==> config.mk <==
export PLATFORM = sky130hd
export DESIGN_NAME = pipeline_control_unit
export DESIGN_NICKNAME = d
export VERILOG_FILES = /design/src/rtl/pipeline_control_unit.sv
export SDC_FILE = /design/constraint.sdc
export NUM_CORES = 1
export LEC_CHECK = 0
export CAP_MARGIN = 0
export CORE_AREA = 2 2 39 41
export DETAILED_ROUTE_END_ITERATION = 8
export DIE_AREA = 0 0 41 43
export HOLD_SLACK_MARGIN = 0.08
export SLEW_MARGIN = 0
export SYNTH_ARGS = -nofsm -noshare
export SYNTH_HDL_FRONTEND = slang
export SYNTH_SLANG_ARGS = --single-unit
==> constraint.sdc <==
create_clock -name clk -period 0.8 [get_ports clk]
set_input_delay 0.16 -clock clk [delete_from_list [all_inputs] [get_ports clk]]
set_output_delay 0.16 -clock clk [all_outputs]
set_load 0.03 [all_outputs]
==> src/rtl/pipeline_control_unit.sv <==
// Pipeline control: stall/branch to PC/IF-ID/ID-EX controls, EX/MEM/WB dest history.
// Optional saturating stall-cycle counter enabled by defining PIPE_STALL_COUNTER_EN.
module pipeline_control_unit #(
   parameter int WIDTH      = 8,
   parameter int REG_ADDR_W = 3
) (
   input  logic                  clk,
   input  logic                  rst_n,
   input  logic                  pipeline_stall_n,
   input  logic                  id_valid,
   input  logic [REG_ADDR_W-1:0] id_op_dest,
   input  logic                  branch_taken,
   output logic                  pc_en,
   output logic                  ifid_en,
   output logic                  ifid_flush,
   output logic                  idex_bubble,
   output logic [REG_ADDR_W-1:0] ex_op_dest,
   output logic [REG_ADDR_W-1:0] mem_op_dest,
   output logic [REG_ADDR_W-1:0] wb_op_dest,
   output logic [1:0]            ctrl_state
`ifdef PIPE_STALL_COUNTER_EN
   ,
   output logic [15:0]           stall_cycles
`endif
);

   typedef enum logic [1:0] {
      ST_RUN   = 2'd0,
      ST_STALL = 2'd1,
      ST_FLUSH = 2'd2
   } state_t;

   if (WIDTH < 1 || REG_ADDR_W < 1) begin : g_param_check
      $error("pipeline_control_unit: WIDTH and REG_ADDR_W must be positive");
   end

   logic   stall;
   logic   flush;
   state_t state_q;
   state_t state_d;

   assign stall = !pipeline_stall_n;
   assign flush = branch_taken;

   // A taken branch squashes whatever ID holds, so it overrides any stall.
   always_comb begin
      pc_en       = !stall || flush;
      ifid_en     = !stall || flush;
      ifid_flush  = flush;
      idex_bubble = flush || stall || !id_valid;
   end

   // NOTE: sequential state uses non-blocking assignments so every register
   // samples pre-edge values, which keeps the shift chain a true shift.
   always_ff @(posedge clk or negedge rst_n) begin
      if (!rst_n) begin
         ex_op_dest  <= '0;
         mem_op_dest <= '0;
         wb_op_dest  <= '0;
      end else begin
         ex_op_dest  <= idex_bubble ? '0 : id_op_dest;
         mem_op_dest <= ex_op_dest;
         wb_op_dest  <= mem_op_dest;
      end
   end

   always_ff @(posedge clk or negedge rst_n) begin
      if (!rst_n) state_q <= ST_RUN;
      else        state_q <= state_d;
   end

   // Next state depends only on the cause seen this cycle, not on the current state.
   always_comb begin
      state_d = ST_RUN;
      if (flush)      state_d = ST_FLUSH;
      else if (stall) state_d = ST_STALL;
   end

   always_comb begin
      ctrl_state = state_q;
   end

`ifdef PIPE_STALL_COUNTER_EN
   always_ff @(posedge clk or negedge rst_n) begin
      if (!rst_n)
         stall_cycles <= '0;
      else if (stall && !flush && stall_cycles != 16'hFFFF)
         stall_cycles <= stall_cycles + 16'd1;
   end
`endif

endmodule

==> flow_results.xml <==
<?xml version="1.0" encoding="UTF-8"?>
<metrics>
  <group name="worst_setup_path">
    <metric name="worstRegToRegCells" unit="">2</metric>
    <metric name="ff2ff_setup_slack" unit="ps">60</metric>
    <metric name="cell_family_with_most_cp_delay" unit="">flip-flops</metric>
    <metric name="slowest_delay" unit="ps">390</metric>
    <metric name="crit_type" unit="">flip-flop to primary output</metric>
    <metric name="timing.rr.end" unit="">mem_op_dest[2]$_DFF_PN0_</metric>
    <metric name="worstPathBufferInverterCount" unit="">1</metric>
    <metric name="cpMaxStageDelayCell" unit="">sky130_fd_sc_hd__dfrtp_1</metric>
    <metric name="critical_path_cell_sequence" unit="">buf_6</metric>
    <metric name="worst_ep_required_time" unit="ps">640</metric>
    <metric name="cp-start-kind" unit="">flip-flop</metric>
    <metric name="arrival" unit="ps">790</metric>
    <metric name="crit_start" unit="">ex_op_dest[1]$_DFF_PN0_</metric>
    <metric name="worst_setup_path_endpoint" unit="">ex_op_dest[1]</metric>
    <metric name="endpoint_kind" unit="">primary output</metric>
    <metric name="worst_r2r_startpoint" unit="">ex_op_dest[2]$_DFF_PN0_</metric>
    <metric name="critical_path_cell_count" unit="">1</metric>
    <metric name="timing.critical_path.fanout_max" unit="">2</metric>
  </group>
  <group name="floorplanning">
    <metric name="die_footprint" unit="um2">1760</metric>
    <metric name="std_cell_rows" unit="">14</metric>
    <metric name="core-area" unit="um2">1380</metric>
    <metric name="floorplan.initialDensity" unit="%">24.4</metric>
    <metric name="die_h" unit="um">43</metric>
    <metric name="dieWidth" unit="um">41</metric>
    <metric name="io_pins" unit="">23</metric>
  </group>
  <group name="clock_tree">
    <metric name="clk_latency" unit="ps">260</metric>
    <metric name="cts.sinks" unit="">11</metric>
    <metric name="clk_pin_slew_worst_paths" unit="ps">60</metric>
    <metric name="cts_tree" unit="">yes</metric>
    <metric name="post_cts_hold_buffer_count" unit="">0</metric>
    <metric name="ctsRootBufferMaster" unit="">sky130_fd_sc_hd__clkbuf_4</metric>
    <metric name="htree_num_levels" unit="">1</metric>
    <metric name="clock_tree.buffer_depth" unit="">2</metric>
    <metric name="numCtsBuffers" unit="">3</metric>
  </group>
  <group name="sta">
    <metric name="setup_slack" unit="ps">-151</metric>
    <metric name="clock.fmax" unit="GHz">1.05</metric>
    <metric name="grt_setup_unrepaired" unit="">true</metric>
    <metric name="slew_at_the_pin_closest_to_its_max_slew_limit" unit="ps">125</metric>
    <metric name="worst_slew_margin_rel" unit="%">91.7</metric>
    <metric name="setup_viol" unit="">11</metric>
    <metric name="final.setup_skew" unit="ps">0.300</metric>
    <metric name="finalHoldViolCount" unit="">0</metric>
    <metric name="fin_crit_sh" unit="%">119</metric>
    <metric name="slew_viol_final" unit="">0</metric>
    <metric name="min_period" unit="ps">951</metric>
    <metric name="timing.setup.tns" unit="ps">-1530</metric>
    <metric name="worst_hold_slack" unit="ps">125</metric>
  </group>
  <group name="pwr">
    <metric name="share_comb_of_total_power" unit="%">18.3</metric>
    <metric name="sw_frac_of_total" unit="%">23.0</metric>
    <metric name="power.net_switching" unit="mW">0.263</metric>
    <metric name="cellInternalPower" unit="mW">0.878</metric>
    <metric name="vdd.ir_drop.worst" unit="V">0.000578</metric>
    <metric name="power.sequential.fraction" unit="%">51.1</metric>
    <metric name="total_leakage_power" unit="nW">0.361</metric>
    <metric name="clockPowerShare" unit="%">30.6</metric>
    <metric name="powerDensity" unit="nW/um2">1650</metric>
  </group>
  <group name="finish">
    <metric name="antenna_cells_inserted" unit="">0</metric>
    <metric name="post_route_cells_drive_above_1_share" unit="%">57.7</metric>
    <metric name="fin_nets" unit="">61</metric>
    <metric name="area_delta_synth_final" unit="%">104</metric>
    <metric name="fin_cells" unit="">68</metric>
    <metric name="regArea" unit="um2">275</metric>
    <metric name="multi_input_comb_area" unit="um2">50.0</metric>
    <metric name="fill_cells" unit="">132</metric>
    <metric name="post-route-util" unit="%">49.8</metric>
  </group>
  <group name="synth">
    <metric name="syn-cell-area" unit="um2">338</metric>
    <metric name="synthCells" unit="">19</metric>
    <metric name="synthDistinctLibCells" unit="">6</metric>
    <metric name="yosysWarnings" unit="">0</metric>
    <metric name="ys_ff_latch" unit="">11</metric>
    <metric name="ys_seq_area_share" unit="%">81.5</metric>
    <metric name="syn_area_per_cell" unit="um2">17.8</metric>
    <metric name="synth_fp_nets" unit="">27</metric>
  </group>
  <group name="status">
    <metric name="result_of_the_run" unit="">finished with violations</metric>
    <metric name="violations" unit="">setup timing</metric>
  </group>
  <group name="global_routing">
    <metric name="grt.overflow.total" unit="">0</metric>
    <metric name="first_global_vias" unit="">287</metric>
    <metric name="grt_antenna_before_repair" unit="">0</metric>
    <metric name="global_route.usage.total" unit="%">10.7</metric>
    <metric name="grt_start_max_net_pins" unit="">12</metric>
    <metric name="grt_pass1_wl" unit="um">1140</metric>
  </group>
  <group name="placed_design">
    <metric name="gp_congestion" unit="">0.696</metric>
    <metric name="dp_cells" unit="">59</metric>
    <metric name="numPortBuffers" unit="">22</metric>
    <metric name="dp_worst_setup_slack" unit="ps">-403</metric>
  </group>
  <group name="detailed_routing">
    <metric name="wl_per_cell" unit="um">10.9</metric>
    <metric name="vias" unit="">282</metric>
    <metric name="detail_route.first_pass.iterations" unit="">3</metric>
    <metric name="detailedRoute.firstIterationViolations" unit="">1</metric>
    <metric name="detail_route.drc_violations" unit="">0</metric>
    <metric name="routed_via_density" unit="">4.15</metric>
    <metric name="final_antenna_net_count" unit="">0</metric>
    <metric name="wl" unit="um">741</metric>
  </group>
  <group name="flow_run">
    <metric name="max_cap_violations" unit="">0</metric>
  </group>
  <group name="min_path">
    <metric name="hold_path.class" unit="">input port to flip-flop</metric>
  </group>
</metrics>
==> routing by layer <==
layer | part of all wire (%) | up-vias | track usage (%)
met4 | 5.4 | 0 | 14.0
met3 | 15 | 4 | 2.62
met1 | 30 | 120 | 8.50
li1 | - | 133 | -
met2 | 49 | 25 | 16.9
met5 | 0 | - | 0
==> power by group through the flow <==
| stage | registers [mW] | clock network (mW) | logic, mW |
|---|---|---|---|
| 2_1_floorplan | 0.624 | 0 | 0.0401 |
| 3_3_place_gp | 0.589 | 0 | 0.183 |
| 3_5_place_dp | 0.591 | 0 | 0.186 |
| 4_1_cts | 0.583 | 0.368 | 0.210 |
| 5_1_grt | 0.584 | 0.392 | 0.224 |
| 6_report | 0.583 | 0.349 | 0.209 |
==> kinds of logic (layout without fill, tap and decap cells) <==
kind of cell,Yosys count,after routing,synth area share [%]
DFF,11,11,81.5
and+or+nand+nor,6,6,14.1
buffers and inverters,2,35,4.44
==> synth_stat cells <==
master                     instances  share of area (%)
sky130_fd_sc_hd__or2_1             1                1.9
sky130_fd_sc_hd__and4b_1           3                8.9
sky130_fd_sc_hd__nand3b_1          1                2.2
sky130_fd_sc_hd__buf_4             2                4.4
sky130_fd_sc_hd__nor2_1            1                1.1
sky130_fd_sc_hd__dfrtp_1          11                 81
==> flip-flops by register name, summed over array words and instances, names as in the netlist <==
name / cells
wb_op_dest: 3
ex_op_dest: 3
ctrl_state: 2
mem_op_dest: 3
==> timing repair <==
item | in CTS | in global routing
resized for setup | 26 | 0
setup endpoints to repair | 18 | 13
setup buffers | 4 | 1
pin swaps | 2 | 0
==> worst min-delay path by stage <==
| stage | depth (start not counted) | startpoint | endpoint |
|---|---|---|---|
| floorplan | 0 | rst_n | ctrl_state[0]$_DFF_PN0_ |
| global placement | 0 | mem_op_dest[2]$_DFF_PN0_ | wb_op_dest[2]$_DFF_PN0_ |
| detailed placement | 0 | mem_op_dest[0]$_DFF_PN0_ | wb_op_dest[0]$_DFF_PN0_ |
| CTS | 2 | branch_taken | ctrl_state[1]$_DFF_PN0_ |
| global route | 2 | branch_taken | ctrl_state[1]$_DFF_PN0_ |
| finish | 2 | branch_taken | ctrl_state[1]$_DFF_PN0_ |
==> layout by cell type (no fill, tap or decap), types with 3 or more instances in the layout <==
master                             n
sky130_fd_sc_hd__and4b_1           3
sky130_fd_sc_hd__buf_4             9
sky130_fd_sc_hd__buf_6            16
sky130_fd_sc_hd__clkbuf_4          3
sky130_fd_sc_hd__clkdlybuf4s50_1   4
sky130_fd_sc_hd__dfrtp_1          11
==> cell type report <==
| class | instances | area share (%) |
|---|---|---|
| clock buffer | 4 | 3.81 |
| multi-input combinational | 6 | 7.26 |
| sequential | 11 | 39.9 |
| tap | 16 | 2.90 |
| timing repair buffer | 31 | 46.1 |
==> through the flow <==
step / area, um2 / total power, mW
6_report: 689 / 1.14
5_1_grt: 689 / 1.20
4_1_cts: 682 / 1.16
3_5_place_dp: 571 / 0.777
3_3_place_gp: 571 / 0.772
2_1_floorplan: 340 / 0.664
Note: power is estimated with default switching activity, not from simulation.
==> variant: new RTL, same flow settings <==
Change the parameter `REG_ADDR_W` from 3 to 2.
--- a/src/rtl/pipeline_control_unit.sv
+++ b/src/rtl/pipeline_control_unit.sv
@@ -2,7 +2,7 @@
 // Optional saturating stall-cycle counter enabled by defining PIPE_STALL_COUNTER_EN.
 module pipeline_control_unit #(
    parameter int WIDTH      = 8,
-   parameter int REG_ADDR_W = 3
+   parameter int REG_ADDR_W = 2
 ) (
    input  logic                  clk,
    input  logic                  rst_n,
Interface: changed (resized ex_op_dest, id_op_dest, mem_op_dest and wb_op_dest); port bits go from 23 to 19. The function was not compared with the original's and may differ.
==> variant against the original RTL <==
The run still ends with setup timing left; total power is 23% lower; design area down 23%; sequential share of layout area down 2.1 points; setup slack better by 0.018 ns; sequential power is 27% lower; routed wire length fell by 18%; area after synthesis fell by 25%; sequential cell count decreased by 3; die area is the same; critical path type unchanged; critical endpoint is now mem_op_dest[0]; largest cell class unchanged; largest power group unchanged; highest routed layer unchanged.
==> variant: results (changes against the original RTL) <==
Route
  • First DRT Iteration DRCs: 2 (+1)
  • Vias per cell: 3.93 (-5.2%)
  • First drt pass iteration count: 2 (-1)
  • Via count: 224 (-21%)
  • Wirelength per Cell: 10.6 um (-2.3%)

STA
  • Final Skew: 0.000696 ns (+0.000396 ns)
  • Fin worst setup slack: -0.133 ns (+0.0181 ns)
  • Rel. slew slack: 78.0% (-14 points)
  • Final setup fails: 10 (-1)

Worst hold path
  • Hold Startpoint: branch_taken
  • Worst Hold Class: in2reg

Clock tree
  • Reg clk slew, reported paths: 0.05 ns
  • CTS root buf: clkbuf_4
  • Clock H-tree levels: 1 (unchanged)
  • Clk buf depth: 2 (unchanged)
  • Worst skew pair latency: 0.24 ns (-0.02 ns)
  • CTS Buf Count: 3 (unchanged)

Worst setup path
  • Slowest CP cell: dfrtp_1
  • Critical path arrival: 0.77 ns (-0.02 ns)
  • Critical path's largest stage delay: 0.39 ns (about the same)
  • Crit path max fanout: 2 (unchanged)
  • Worst Setup SP: mem_op_dest[0]$_DFF_PN0_
  • CP delay by family, top: flip-flops

Global routing
  • Largest net degree at the start of global routing: 9 (-3)
  • First-pass GRT wire length: 924 um (-19%)
  • Antenna violations before repair: 0 (unchanged)
  • GR Util All Layers: 8.60% (-2.1 points)

Synthesis
  • Library cells used by synthesis: 6 (unchanged)
  • Async SR Flop Fraction: 100% (unchanged)
  • Top post-synthesis cells by count: 8 x dfrtp_1, 2 x and4b_1, 2 x buf_4
  • Syn avg cell area: 16.8 sq um (-5.2%)
  • Synth Net Count: 22 (-19%)
  • Register area share after synthesis: 79.2% (-2.3 points)
  • Area contributors post-synth: dfrtp_1 79%, and4b_1 7.9%, buf_4 5.9%
  • Syn. warnings: 0 (unchanged)

Cells and area
  • Layout cells sized above 1: 61.0% (+3.3 points)
  • Fillers: 136 (+3.0%)
  • N_diodes: 0 (unchanged)

Place
  • RePlAce Congestion: 0.617 (-11%)
  • Buffers on Ports: 18 (-18%)
  • Placed Cells: 50 (-15%)
  • Placed cell area: 433 sq um (-24%)
  • Post-place setup slack: -0.410 ns (-0.00742 ns)

Power
  • Max IR drop VDD: 0.412 mV (-29%)
  • Static Leak: 0.275 nW (-24%)

Status
  • Failing checks: setup timing
  • Outcome: finished with violations
==> variant: report_power, final <==
part	internal, mW	leakage [nW]	switching (mW)	total (mW)
Sequential	0.419	0.107	0.00709	0.426
Combinational	0.0901	0.154	0.0808	0.171
Clock	0.170	0.0138	0.113	0.283
==> variant: worst paths after layout <==
path                                            end  cells past startpoint  slack, ns
max                                  mem_op_dest[0]                      1      -0.13
min                         ctrl_state[1]$_DFF_PN0_                      2       0.14
max reg2reg                 wb_op_dest[0]$_DFF_PN0_                      1       0.17
min reg2reg                mem_op_dest[1]$_DFF_PN0_                      0       0.40
max in group asynchronous  mem_op_dest[0]$_DFF_PN0_                      1       0.38
min in group asynchronous  mem_op_dest[1]$_DFF_PN0_                      1       0.18
==> variant: timing repair <==
action,4_1_cts,5_1_grt
hold buffers,0,0
pin swaps,1,2
gates resized for setup,22,1
buffers inserted,3,1
endpoints found under the setup margin,14,11
hold endpoints to repair,0,0
==> variant: through the flow <==
step / hold slack [ns] / setup TNS (ns)
after floorplan: -0.136 / 0
after global placement: 0.367 / -2.07
after detailed placement: 0.369 / -2.28
after CTS: 0.134 / -1.08
after global routing: 0.141 / -1.20
final: 0.140 / -0.970
==> variant: kinds of logic after synthesis <==
kind of cell,Yosys count,synth area share [%]
simple gates,5,14.9
flops,8,79.2
buf+inv,2,5.94
==> variant: final cells by class <==
cell class	instances	area (sq um)	share of cell area, %
well taps	16	20.0	3.78
clock buffers	3	22.5	4.26
multi-input cells	5	40.0	7.57
flip-flops and latches	8	200	37.8
repair buffers	25	246	46.6
==> variant: routing by layer <==
metal  global-route usage (%)  vias to the layer above  share of wire, %
met5                        0                        -                 0
met4                     10.0                        0               4.1
met3                     1.57                        4               9.1
met2                     14.7                       12                59
met1                     6.60                      106                27
li1                         -                      102                 -
